==> src/rtl/regfile_arbiter.sv <==
// Round-robin two-port arbiter in front of a single-read/single-write register file.
// After reset it zeroes every entry, then serves one request per cycle from port A or port B.
module regfile_arbiter #(
    parameter int REG_NUM = 256,
    localparam int AW = $clog2(REG_NUM)
) (
    input  logic          clk,
    input  logic          rst,
    input  logic          i_a_valid,
    input  logic          i_a_we,
    input  logic [AW-1:0] i_a_addr,
    input  logic [31:0]   i_a_wdata,
    output logic          o_a_ready,
    output logic          o_a_rvalid,
    output logic [31:0]   o_a_rdata,
    input  logic          i_b_valid,
    input  logic          i_b_we,
    input  logic [AW-1:0] i_b_addr,
    input  logic [31:0]   i_b_wdata,
    output logic          o_b_ready,
    output logic          o_b_rvalid,
    output logic [31:0]   o_b_rdata,
    output logic          o_rf_wr_en,
    output logic [AW-1:0] o_rf_addr_wr,
    output logic [31:0]   o_rf_data_wr,
    output logic [AW-1:0] o_rf_addr_rd,
    input  logic [31:0]   i_rf_data_rd,
    output logic          o_init_done
);
    // Handshake: a request is accepted in the cycle where x_valid and x_ready are both high;
    // the requester holds valid/we/addr/wdata stable until then. A read answers with a
    // one-cycle x_rvalid pulse in the following cycle; a write produces no response.
    typedef enum logic {INIT, RUN} state_t;

    localparam logic [AW-1:0] LAST = AW'(REG_NUM - 1);

    state_t        state;
    logic [AW-1:0] init_cnt;
    logic          last_grant_b;
    logic          grant_a;
    logic          grant_b;

    // When both ports ask, the port that was not served last wins.
    assign grant_a   = (state == RUN) && i_a_valid && (!i_b_valid || last_grant_b);
    assign grant_b   = (state == RUN) && i_b_valid && (!i_a_valid || !last_grant_b);
    assign o_a_ready = grant_a;
    assign o_b_ready = grant_b;

    always_comb begin
        o_rf_wr_en   = 1'b0;
        o_rf_addr_wr = '0;
        o_rf_data_wr = '0;
        o_rf_addr_rd = '0;
        if (state == INIT) begin
            // Gated by rst so the sweep never writes while reset is held.
            o_rf_wr_en   = !rst;
            o_rf_addr_wr = init_cnt;
        end else if (grant_a) begin
            if (i_a_we) begin
                o_rf_wr_en   = 1'b1;
                o_rf_addr_wr = i_a_addr;
                o_rf_data_wr = i_a_wdata;
            end else begin
                o_rf_addr_rd = i_a_addr;
            end
        end else if (grant_b) begin
            if (i_b_we) begin
                o_rf_wr_en   = 1'b1;
                o_rf_addr_wr = i_b_addr;
                o_rf_data_wr = i_b_wdata;
            end else begin
                o_rf_addr_rd = i_b_addr;
            end
        end
    end

    always_ff @(posedge clk or posedge rst) begin
        if (rst) begin
            state        <= INIT;
            init_cnt     <= '0;
            last_grant_b <= 1'b1;
            o_init_done  <= 1'b0;
            o_a_rvalid   <= 1'b0;
            o_b_rvalid   <= 1'b0;
            o_a_rdata    <= '0;
            o_b_rdata    <= '0;
        end else begin
            case (state)
                INIT: begin
                    init_cnt <= init_cnt + 1'b1;
                    if (init_cnt == LAST) begin
                        state       <= RUN;
                        o_init_done <= 1'b1;
                    end
                end
                RUN: begin
                    if (grant_a) begin
                        last_grant_b <= 1'b0;
                    end else if (grant_b) begin
                        last_grant_b <= 1'b1;
                    end
                end
                default: state <= INIT;
            endcase
            o_a_rvalid <= grant_a && !i_a_we;
            o_b_rvalid <= grant_b && !i_b_we;
            if (grant_a && !i_a_we) begin
                o_a_rdata <= i_rf_data_rd;
            end
            if (grant_b && !i_b_we) begin
                o_b_rdata <= i_rf_data_rd;
            end
        end
    end
endmodule

==> config.mk <==
export PLATFORM = sky130hd
export DESIGN_NAME = regfile_arbiter
export DESIGN_NICKNAME = d
export VERILOG_FILES = /design/src/rtl/regfile_arbiter.sv
export SDC_FILE = /design/constraint.sdc
export NUM_CORES = 1
export LEC_CHECK = 0
export BUFFER_PORTS_ARGS = -buffer_cell sky130_fd_sc_hd__buf_2
export CAP_MARGIN = 10
export CORE_ASPECT_RATIO = 0.7
export CORE_UTILIZATION = 42
export DETAILED_ROUTE_END_ITERATION = 6
export PLACE_DENSITY_LB_ADDON = 0.15
export SLEW_MARGIN = 20
export SYNTH_ARGS = -nofsm -noshare
export SYNTH_HDL_FRONTEND = slang
export SYNTH_SLANG_ARGS = --single-unit
==> constraint.sdc <==
create_clock -name clk -period 2.9 [get_ports clk]
set_clock_uncertainty 0.2 [all_clocks]
set_input_delay 0.145 -clock clk [delete_from_list [all_inputs] [get_ports clk]]
set_output_delay 0.145 -clock clk [all_outputs]
set_load 0.005 [all_outputs]
# == Word level (Yosys, flattened, before mapping) ==
# Index checks and enable logic that the tools add are counted.
# totals
regBits,77
output_inout_bits,118
input_bits,118
wordCells,52
# op_classes
mux,24
n_addsub,1
reduce_logical,17
n_eq_ne,1
bitwise,1
# op_table
operator,n
32-bit two-way mux,5
8-bit two-way mux,10
1-bit two-way mux,9
"8-bit by 1-bit adder with 8-bit output, second input constant",1
"8-bit equality test, second input constant",1
1-bit logical AND,6
1-bit zero test,6
2-bit AND reduction,2
1-bit logical OR,2
2-bit nonzero test,1
1-bit NOT,1

# == Logic depth before layout (Yosys ltp) ==
# Gate-level depths: netlist of the first run.
# logic_depth
word_depth,6
ltp_mapped,6
depth_no_buf,4

# == Worst setup path after synthesis of the first run ==
# Ideal clock, no wire load.
# synth_path
path_type,input port to output port
startpoint,input rst
endpoint,output o_rf_wr_en
arrival_time_ps,2058
slack_ps,497
path_stages,2
cell_sequence,inv_1 -> a211o_1
# synth_via
elab_chain_cells,2
# synth_lines
item,line,source
"start, declared",8,"input logic rst,"
1-bit zero test (no line),-,
1-bit two-way mux,54,if (state == INIT) begin
"end, declared",23,"output logic o_rf_wr_en,"
# Every way passes these cells.

# == Worst setup path after layout of the first run ==
# layout_path
startpoint,register last_grant_b
endpoint,output o_rf_addr_wr[0]
# layout_via
elab_chain_cells,6
# layout_lines
item,line,source
"start, declared",39,logic last_grant_b;
"start signal, assigned",81,last_grant_b <= 1'b1;
"start signal, assigned",98,last_grant_b <= 1'b0;
"start signal, assigned",100,last_grant_b <= 1'b1;
1-bit zero test,45,assign grant_b = (state == RUN) && i_b_valid && (!i_a_valid || !last_grant_b);
1-bit logical OR,45,
1-bit logical AND,45,
8-bit two-way mux,66,end else if (grant_b) begin
8-bit two-way mux *,58,end else if (grant_a) begin
8-bit two-way mux *,54,
"end, declared",24,"output logic [AW-1:0] o_rf_addr_wr,"
# Mark *: on every way between the ends. The rest lies on a longest branch, timed or not.

==> run metrics, run 1 <==
cell row count 27; wire per inst approximately 18 um; Max-Cap Viols 0; Hold Vio Cnt, Final 0; TNS Setup 0 ps; # DRC 12; yosys warns 0; Post-synth EDFFs 0; Ant. Diodes 0; first-pass GRT wire length about 17 mm; Post-CTS Setup Inserts 0; post-DP HPWL ~8.3 mm; Mapped Area 3540 sq um; Primary FF master, synth dfrtp_1; Net count, final roughly 640; setup slack, reg-to-reg around 840 ps; layout cell share with drive strength beyond 1 61.5%; Area growth syn-to-layout 54.2%; synth unique cells 31; largest family of logic cells by synthesized area multiplexers; final setup fails 0; routed vias/inst 4.98; die span in x around 110 um; f_max around 0.42 GHz; post-synthesis mux area share around 22%; Final Cycle Share 82.2%; io pins 236; fin area 5460 sq um; die footprint just under 9000 sq um; GRT Residual Overflow 0; crit path DAT 2040 ps; post-synthesis adder-cell area fraction less than 1%; Synth Area in Compound Gates 14.2%; RSZ-0062 raised after global routing no; Syn Nets 370; initial antenna violation count 0; Final Max Slew Viols 0; placed inst area 4820 sq um; post-layout util 68.2%; power per cell area 424 nW/um^2; Setup CP Type register to primary output; Post-DRT Antenna Nets 0; CP Capture Type primary output; register area share after synthesis 54.5%; post-layout minimum cycle time 2380 ps; DRT Pass-1 Iters 7; TritonCTS clock tree yes; outcome complete, but fails checks; Core Region around 8000 sq um; H-tree levels 3; clk slew on worst S/H paths 50 ps; Worst EP required 2560 ps; Hold WS around 25 ps; largest net degree at the start of global routing between 40 and 50; leakage dissipation 3.21 nW; GRT Overall Usage 25.2%; via count ~3,100; register bit count reported by yosys 77; clock latency on the worst-skew pair 330 ps; number of clock sinks 77; post-synthesis xor/xnor area fraction 1.73%; Worst-Margin Slew 495 ps; Worst setup SP type register; Hold WC Path Type input port to register; Root Buffer clkbuf_16; failing checks design-rule violations; Peak VDD IR 0.000312 V; vias in the first global route 3,068; Syn Area/Cell 14.1 sq um; DR iter-0 viols 206; Max Root-Sink Buffers 2; Syn Inst Count around 250; CTS buffer count 9; Placer Congestion ~0.8; PortBufs 235; Die Span Y 78.8 um; Initial Utilization 44.2%; relative slew slack 67.0%; simple-gate area share of the yosys netlist 3.82%; CP max FO 35; Synth async-reset ratio 100%; Total Routed Length 11.1 mm
[synthesized netlist by cell type (3+ instances only)]
library cell	count	area [sq um]
mux2_4	10	150
buf_6	4	45.0
buf_2	3	15.0
clkbuf_1	8	30.0
mux2_1	5	56.3
xnor2_1	5	43.8
a22o_1	38	333
a221o_1	8	80.1
dfrtp_1	76	1900
inv_1	4	15.0
nor2b_1	8	50.1
buf_4	3	22.5
mux2_2	50	563
nand2_1	5	18.8
[routing by layer]
| metal | share of wire (%) | track usage (%) |
|---|---|---|
| met1 | 44 | 34.6 |
| met2 | 48 | 40.6 |
| met3 | 6.8 | 6.03 |
| met4 | 0.51 | 5.81 |
| met5 | 0 | 0 |
[worst paths after layout]
check	startpoint	to	depth (start not counted)
max	last_grant_b$_DFFE_PP1P_	o_rf_addr_wr[0]	5
min	i_b_valid	last_grant_b$_DFFE_PP1P_	3
max reg2reg	last_grant_b$_DFFE_PP1P_	o_a_rdata[18]$_DFFE_PP0P_	4
min reg2reg	o_init_done$_DFFE_PP0P_	o_init_done$_DFFE_PP0P_	1
max in group asynchronous	rst	o_a_rdata[8]$_DFFE_PP0P_	4
min in group asynchronous	rst	init_cnt[4]$_DFFE_PP0N_	4
[kinds of logic (layout without fill, tap and decap cells)]
family / Yosys count / count (layout)
flip-flops: 77 / 77
multiplexers: 65 / 65
AO/OA/AOI/OAI: 56 / 56
buffers and inverters: 23 / 299
AND/OR/NAND/NOR: 22 / 22
XOR/XNOR: 7 / 7
adder cells (fa/ha/maj): 1 / 1
[final cells by class]
cell class              instances  area, sq um
inverters                       5         20.0
clock inverters                 6         63.8
multi-input cells             151         1490
flip-flops and latches         77         1930
well taps                     101          126
repair buffers                278         1600
clock buffers                  10          229
fillers                       610         2550
[through the flow]
step	power, mW	instances	worst slack (ps)
after CTS	2.34	628	506
after global routing	2.40	628	443
after global placement	1.21	578	875
final	2.31	628	516
after detailed placement	1.22	578	838
after floorplan	1.11	251	497
[cell usage in the layout (no fill, tap or decap), types with 3 or more instances in the layout]
cell           netlist  routed
buf_4                3       8
mux2_4              10      10
nand2_1              5       5
xnor2_1              5       5
dlygate4sd3_1        0      34
mux2_1               5       5
buf_2                3     235
a22o_1              38      38
inv_1                4       3
a221o_1              8       8
clkbuf_16            0       9
dfrtp_1             76      76
clkinv_2             0       3
nor2b_1              8       8
mux2_2              50      50
[what timing repair did]
item | CTS | global route
hold buffers | 34 | 0
hold endpoints to repair | 141 | 0
resized for setup | 0 | 0
[power breakdown]
part | switching, mW | internal [mW] | leakage (nW)
Combinational | 0.0676 | 0.0908 | 2.01
Clock | 0.416 | 0.664 | 0.138
Sequential | 0 | 1.07 | 1.06
Total | 0.483 | 1.83 | 3.21
[worst max-delay path: stages, from the launching register on]
cell and delay (ps):
dfstp_2 540, nand2_1 90, and4_1 310, buf_12 210, a221o_1 410, buf_2 150
[registers in the layout (all words and copies together), names as in the netlist]
name / cells
o_a_rdata: 32
o_b_rdata: 32
init_cnt: 8
last_grant_b: 1
o_a_rvalid: 1
o_b_rvalid: 1
o_init_done: 1
state: 1
(Power assumes the default switching activity.)
==> run 2, diff against run 1 <==
--- a/config.mk
+++ b/config.mk
@@ -5,10 +5,11 @@
 export SDC_FILE = /design/constraint.sdc
 export NUM_CORES = 1
 export LEC_CHECK = 0
+export ABC_AREA = 1
 export BUFFER_PORTS_ARGS = -buffer_cell sky130_fd_sc_hd__buf_2
 export CAP_MARGIN = 10
 export CORE_ASPECT_RATIO = 0.7
-export CORE_UTILIZATION = 42
+export CORE_UTILIZATION = 44
 export DETAILED_ROUTE_END_ITERATION = 6
 export PLACE_DENSITY_LB_ADDON = 0.15
 export SLEW_MARGIN = 20
==> constraint.sdc (replaced) <==
create_clock -name clk -period 2.4 [get_ports clk]
set_clock_uncertainty 0.2 [all_clocks]
set_input_delay 0.12 -clock clk [delete_from_list [all_inputs] [get_ports clk]]
set_output_delay 0.12 -clock clk [all_outputs]
set_load 0.005 [all_outputs]
==> run metrics, run 2 <==
Critical Path Most Common Cell nand2_1; clock latency on the worst-skew pair 330 ps; leakage dissipation 3.73 nW; TNS Setup 0 ps; Final Max Slew Viols 0; RSZ-0062 raised after global routing no; filler cell count 770; TritonCTS clock tree yes; ranking of synthesized cells by area dfrtp_1 (48%), nand2_1 (33%), buf_6 (2.9%); synth unique cells 26; CP max FO 33; cells along the critical path inv_1, nand2_1, nand2_4, nor2_8, nand2_1, nand2_1, buf_2; CP Capture Type primary output; GRT Overall Usage 27.6%; die span in x 115 um; yosys warns 0; Synth async-reset ratio 100%; Core Region between 8000 and 9000 sq um; Placer Congestion 0.867; die footprint 9310 sq um; DR iter-0 viols roughly 240; commonest non-fill, non-tap cell in the layout nand2_1; register bit count reported by yosys 77; H-tree levels 3; most frequent cells in the layout nand2_1 (347), buf_2 (235), dfrtp_1 (76); Post-CTS Setup Inserts 0; cell row count 28; Net count, final 909; Max-Cap Viols 0; Worst setup SP type register; relative slew slack a little over three fifths; Final Cycle Share around 95%; Post-DRT Antenna Nets 0; DRT Pass-1 Iters 4; routed vias/inst 4.81; largest net degree at the start of global routing 78; Worst-Margin Slew about 560 ps; slowest library cell on the worst path dfstp_2; via count around 4,400; Post-synth EDFFs 0; Synth top area share between 40% and 50%; post-DP HPWL 9.26 mm; Setup CP Type register to primary output; Total Routed Length 13.0 mm; Tot Pwr 2.88 mW; register area share after synthesis 49.1%; Finished Layout Cells 915; io pins about 240; GRT Residual Overflow 0; final setup fails 0; number of clock sinks 77; Peak VDD IR 0.000359 V; Syn Inst Count 528; post-layout util 67.3%; Worst Path Buf+Inv 2; Area growth syn-to-layout 46.6%; Hold WS 70.5 ps; crit path DAT 1960 ps; initial antenna violation count 0; layout cell share with drive strength beyond 1 34.2%; biggest regs o_a_rdata (32), o_b_rdata (32), init_cnt (8); first-pass GRT wire length 19.6 mm; most frequent cell after synthesis nand2_1; Primary FF master, synth dfrtp_1; CTS buffer count 9; power per cell area 501 nW/um^2; wire per inst 14.3 um; Syn Area/Cell roughly 7.4 sq um; Hold Vio Cnt, Final 0; CP delay by family, top simple AND/OR/NAND/NOR gates; Die Span Y 81.0 um; f_max 0.439 GHz; outcome finished, final reports clean; Max Root-Sink Buffers 2; Ant. Diodes 0; Mapped Area 3930 sq um; clk slew on worst S/H paths 60 ps; PortBufs 235; Syn Nets 647; top cells by count, synth nand2_1 (347), dfrtp_1 (76), nand3_1 (21); CP peak stage delay 570 ps; # DRC 0; Hold WC Path Type input port to register; Root Buffer clkbuf_16; vias in the first global route 4,084; placed insts slightly below 900; largest area contributor in the netlist dfrtp_1; Worst EP required 2080 ps; Initial Utilization approximately 46%; post-layout minimum cycle time 2280 ps
-- run 2: report_power, final --
group	internal (mW)	switching, mW
clock	0.821	0.561
sequential	1.30	0
combinational	0.109	0.0958
-- run 2: final timing paths --
check | start | endpoint | cells past startpoint | slack [ps]
hold / removal | i_a_we | o_a_rvalid$_DFF_PP0_ | 2 | 70
setup reg to reg | state$_DFF_PP0_ | o_b_rdata[18]$_DFFE_PP0P_ | 6 | 410
hold reg to reg | o_b_rdata[16]$_DFFE_PP0P_ | o_b_rdata[16]$_DFFE_PP0P_ | 2 | 270
min in group asynchronous | rst | init_cnt[7]$_DFFE_PP0N_ | 4 | 290
setup / recovery | last_grant_b$_DFFE_PP1P_ | o_rf_data_wr[12] | 7 | 120
max in group asynchronous | rst | last_grant_b$_DFFE_PP1P_ | 4 | 1380
-- run 2: cells by family (layout without fill, tap and decap cells) --
group / after synthesis / after routing / synth area share [%]
adder cells (fa/ha/maj): 1 / 1 / 0.319
XOR/XNOR: 4 / 4 / 0.893
buffers and inverters: 46 / 312 / 7.24
AO/OA/AOI/OAI: 4 / 4 / 0.892
AND/OR/NAND/NOR: 396 / 397 / 41.5
flip-flops: 77 / 77 / 49.1
-- run 2: what timing repair did --
item | in CTS | in global routing
gates resized for setup | 0 | 1
pin swaps | 1 | 0
setup endpoints to repair | 1 | 16
hold buffers | 33 | 0
cloned | 1 | 0
endpoints found under the hold margin | 140 | 0
-- run 2: per-stage QoR --
stage	cell area (sq um)	setup WS (ps)
2_1_floorplan	3930	78.1
3_3_place_gp	5110	322
3_5_place_dp	5110	256
4_1_cts	5750	63.8
5_1_grt	5760	16.4
6_report	5760	124
-- run 2: metal layers --
metal | routed length, um | GRT usage [%] | vias up
met5 | 0 | 0 | -
met4 | 174 | 8.96 | 0
met3 | 969 | 7.01 | 19
met2 | 6870 | 52.0 | 186
met1 | 5030 | 30.8 | 2056
li1 | - | - | 2137
-- run 2: cell type report --
cell class / count / area (sq um) / area share, %
well taps: 120 / 150 / 2.61
inverters: 23 / 91.3 / 1.59
clock inverters: 7 / 80.1 / 1.39
clock buffers: 9 / 225 / 3.91
repair buffers: 273 / 1560 / 27.0
multi-input cells: 406 / 1720 / 30.0
flip-flops and latches: 77 / 1930 / 33.5
==> run 3, diff against run 2 <==
--- a/config.mk
+++ b/config.mk
@@ -11,7 +11,7 @@
 export CORE_ASPECT_RATIO = 0.7
 export CORE_UTILIZATION = 44
 export DETAILED_ROUTE_END_ITERATION = 6
-export PLACE_DENSITY_LB_ADDON = 0.15
+export PLACE_DENSITY = 0.78
 export SLEW_MARGIN = 20
 export SYNTH_ARGS = -nofsm -noshare
 export SYNTH_HDL_FRONTEND = slang
==> constraint.sdc (replaced) <==
create_clock -name clk -period 2.5 [get_ports clk]
set_clock_uncertainty 0.2 [all_clocks]
set_input_delay 0.125 -clock clk [delete_from_list [all_inputs] [get_ports clk]]
set_output_delay 0.125 -clock clk [all_outputs]
set_load 0.005 [all_outputs]
==> run metrics, run 3 (synthesized netlist as in run 2, its figures left out) <==
TNS Setup 0 ps; Hold WC Path Type input port to register; placed insts 865; TritonCTS clock tree yes; post-layout minimum cycle time 2290 ps; # DRC 0; initial antenna violation count 0; number of clock sinks 77; wire per inst 13.8 um; biggest regs o_a_rdata (32), o_b_rdata (32), init_cnt (8); commonest non-fill, non-tap cell in the layout nand2_1; crit path DAT 1970 ps; Post-DRT Antenna Nets 0; switch share 21.9%; clock latency on the worst-skew pair 330 ps; internal power ~2.1 mW; Max Root-Sink Buffers 2; clk slew on worst S/H paths ~50 ps; Finished Layout Cells ~920; H-tree levels 3; first-pass GRT wire length between 15 and 20 mm; Final Cycle Share between 90% and 100%; via count 4,355; post-layout util 67.2%; Hold Vio Cnt, Final 0; Worst-Margin Slew 501 ps; GRT Residual Overflow 0; Max-Cap Viols 0; Ant. Diodes 0; Die Span Y slightly above 80 um; crit path from i_a_valid; die span in x 115 um; vias in the first global route between 4,000 and 5,000; power per cell area 475 nW/um^2; PortBufs 235; reg2reg path depth 7; Root Buffer clkbuf_16; post-DP HPWL around 9 mm; Peak VDD IR 0.000347 V; CP Capture Type primary output; DR iter-0 viols between 200 and 250; Worst EP required 2170 ps; Hold WS around 88 ps; cells along the critical path dlygate4sd3_1, buf_2, nand2_1, nand2_4, nor2_4, nand2_1, nand2_1, buf_2; Reg-to-Reg End o_a_rdata[1]$_DFFE_PP0P_; Post-CTS Setup Inserts 0; largest net degree at the start of global routing 34; layout cell share with drive strength beyond 1 34.0%; Initial Utilization between 40 and 50%; Core Region approximately 8500 sq um; Critical Path Most Common Cell nand2_1; GRT Overall Usage 26.7%; outcome finished, final reports clean; relative slew slack 66.6%; FF-to-FF Start last_grant_b$_DFFE_PP1P_; Seq pwr share 45.7%; CP max FO 16; Net Sw Power 0.599 mW; Final Max Slew Viols 0; Placer Congestion 0.874; die footprint 9310 sq um; f_max 0.436 GHz; Worst Setup EP o_rf_data_wr[21]; Area growth syn-to-layout 46.4%; RSZ-0062 raised after global routing no; leakage dissipation between 3 and 4 nW; cell row count 28; Crit path depth 8; most frequent cells in the layout nand2_1 (347), buf_2 (235), dfrtp_1 (76); final setup fails 0; routed vias/inst 4.75; Comb power frac 7.1%; Net count, final 910; DRT Pass-1 Iters 5; io pins 236; Total Routed Length 12.7 mm; Worst Path Buf+Inv 3; CTS buffer count 9; CP delay by family, top simple AND/OR/NAND/NOR gates; Hold Path Cell Cnt 5; setup slack, reg-to-reg ~530 ps; CP peak stage delay roughly 540 ps; Setup CP Type input port to primary output; clock share of power 47.2%; slowest library cell on the worst path dlygate4sd3_1; Worst setup SP type input port
-- run 3: repair_timing --
item,4_1_cts,5_1_grt
setup endpoints to repair,0,30
gates resized for setup,0,1
endpoints found under the hold margin,82,0
hold buffers,34,0
-- run 3: power by group through the flow --
stage / clock, mW / combinational (mW) / sequential, mW
global placement: 0 / 0.150 / 1.27
CTS: 1.31 / 0.194 / 1.25
floorplan: 0 / 0.0344 / 1.27
finish: 1.29 / 0.195 / 1.25
global route: 1.36 / 0.214 / 1.25
detailed placement: 0 / 0.151 / 1.27
-- run 3: tightest hold or removal path, stage by stage --
cell and delay (ps):
buf_2 140, nand2_2 120, a21oi_2 60, a21oi_1 110
inv_1 50
-- run 3: layout make-up --
| type | instances | area [sq um] |
|---|---|---|
| tap | 120 | 150 |
| clock buffer | 10 | 229 |
| fill | 758 | 2800 |
| clock inverter | 6 | 68.8 |
| multi-input combinational | 406 | 1720 |
| sequential | 77 | 1930 |
| inverter | 23 | 91.3 |
| timing repair buffer | 274 | 1550 |
-- run 3: metrics by stage --
step | instance area, sq um | setup WS [ps] | power (mW)
after floorplan | 3930 | 168 | 1.30
after global placement | 5100 | 568 | 1.42
after detailed placement | 5100 | 497 | 1.42
after CTS | 5730 | 93.4 | 2.75
after global routing | 5750 | 78.2 | 2.82
final | 5750 | 206 | 2.73
-- run 3: how the worst min path moves through the flow --
stage / start / end
2_1_floorplan: i_rf_data_rd[0] / o_a_rdata[0]$_DFFE_PP0P_
3_3_place_gp: rst / o_b_rdata[0]$_DFFE_PP0P_
3_5_place_dp: rst / o_b_rdata[0]$_DFFE_PP0P_
4_1_cts: i_b_we / o_b_rvalid$_DFF_PP0_
5_1_grt: i_a_we / o_a_rvalid$_DFF_PP0_
6_report: i_b_valid / last_grant_b$_DFFE_PP1P_
-- run 3: metal layers --
| layer | track usage, % | routed length, um | vias to the layer above |
|---|---|---|---|
| li1 | - | - | 2132 |
| met1 | 29.3 | 4860 | 1993 |
| met2 | 49.2 | 6330 | 203 |
| met3 | 8.66 | 1200 | 27 |
| met4 | 9.09 | 256 | 0 |
| met5 | 0 | 0 | - |
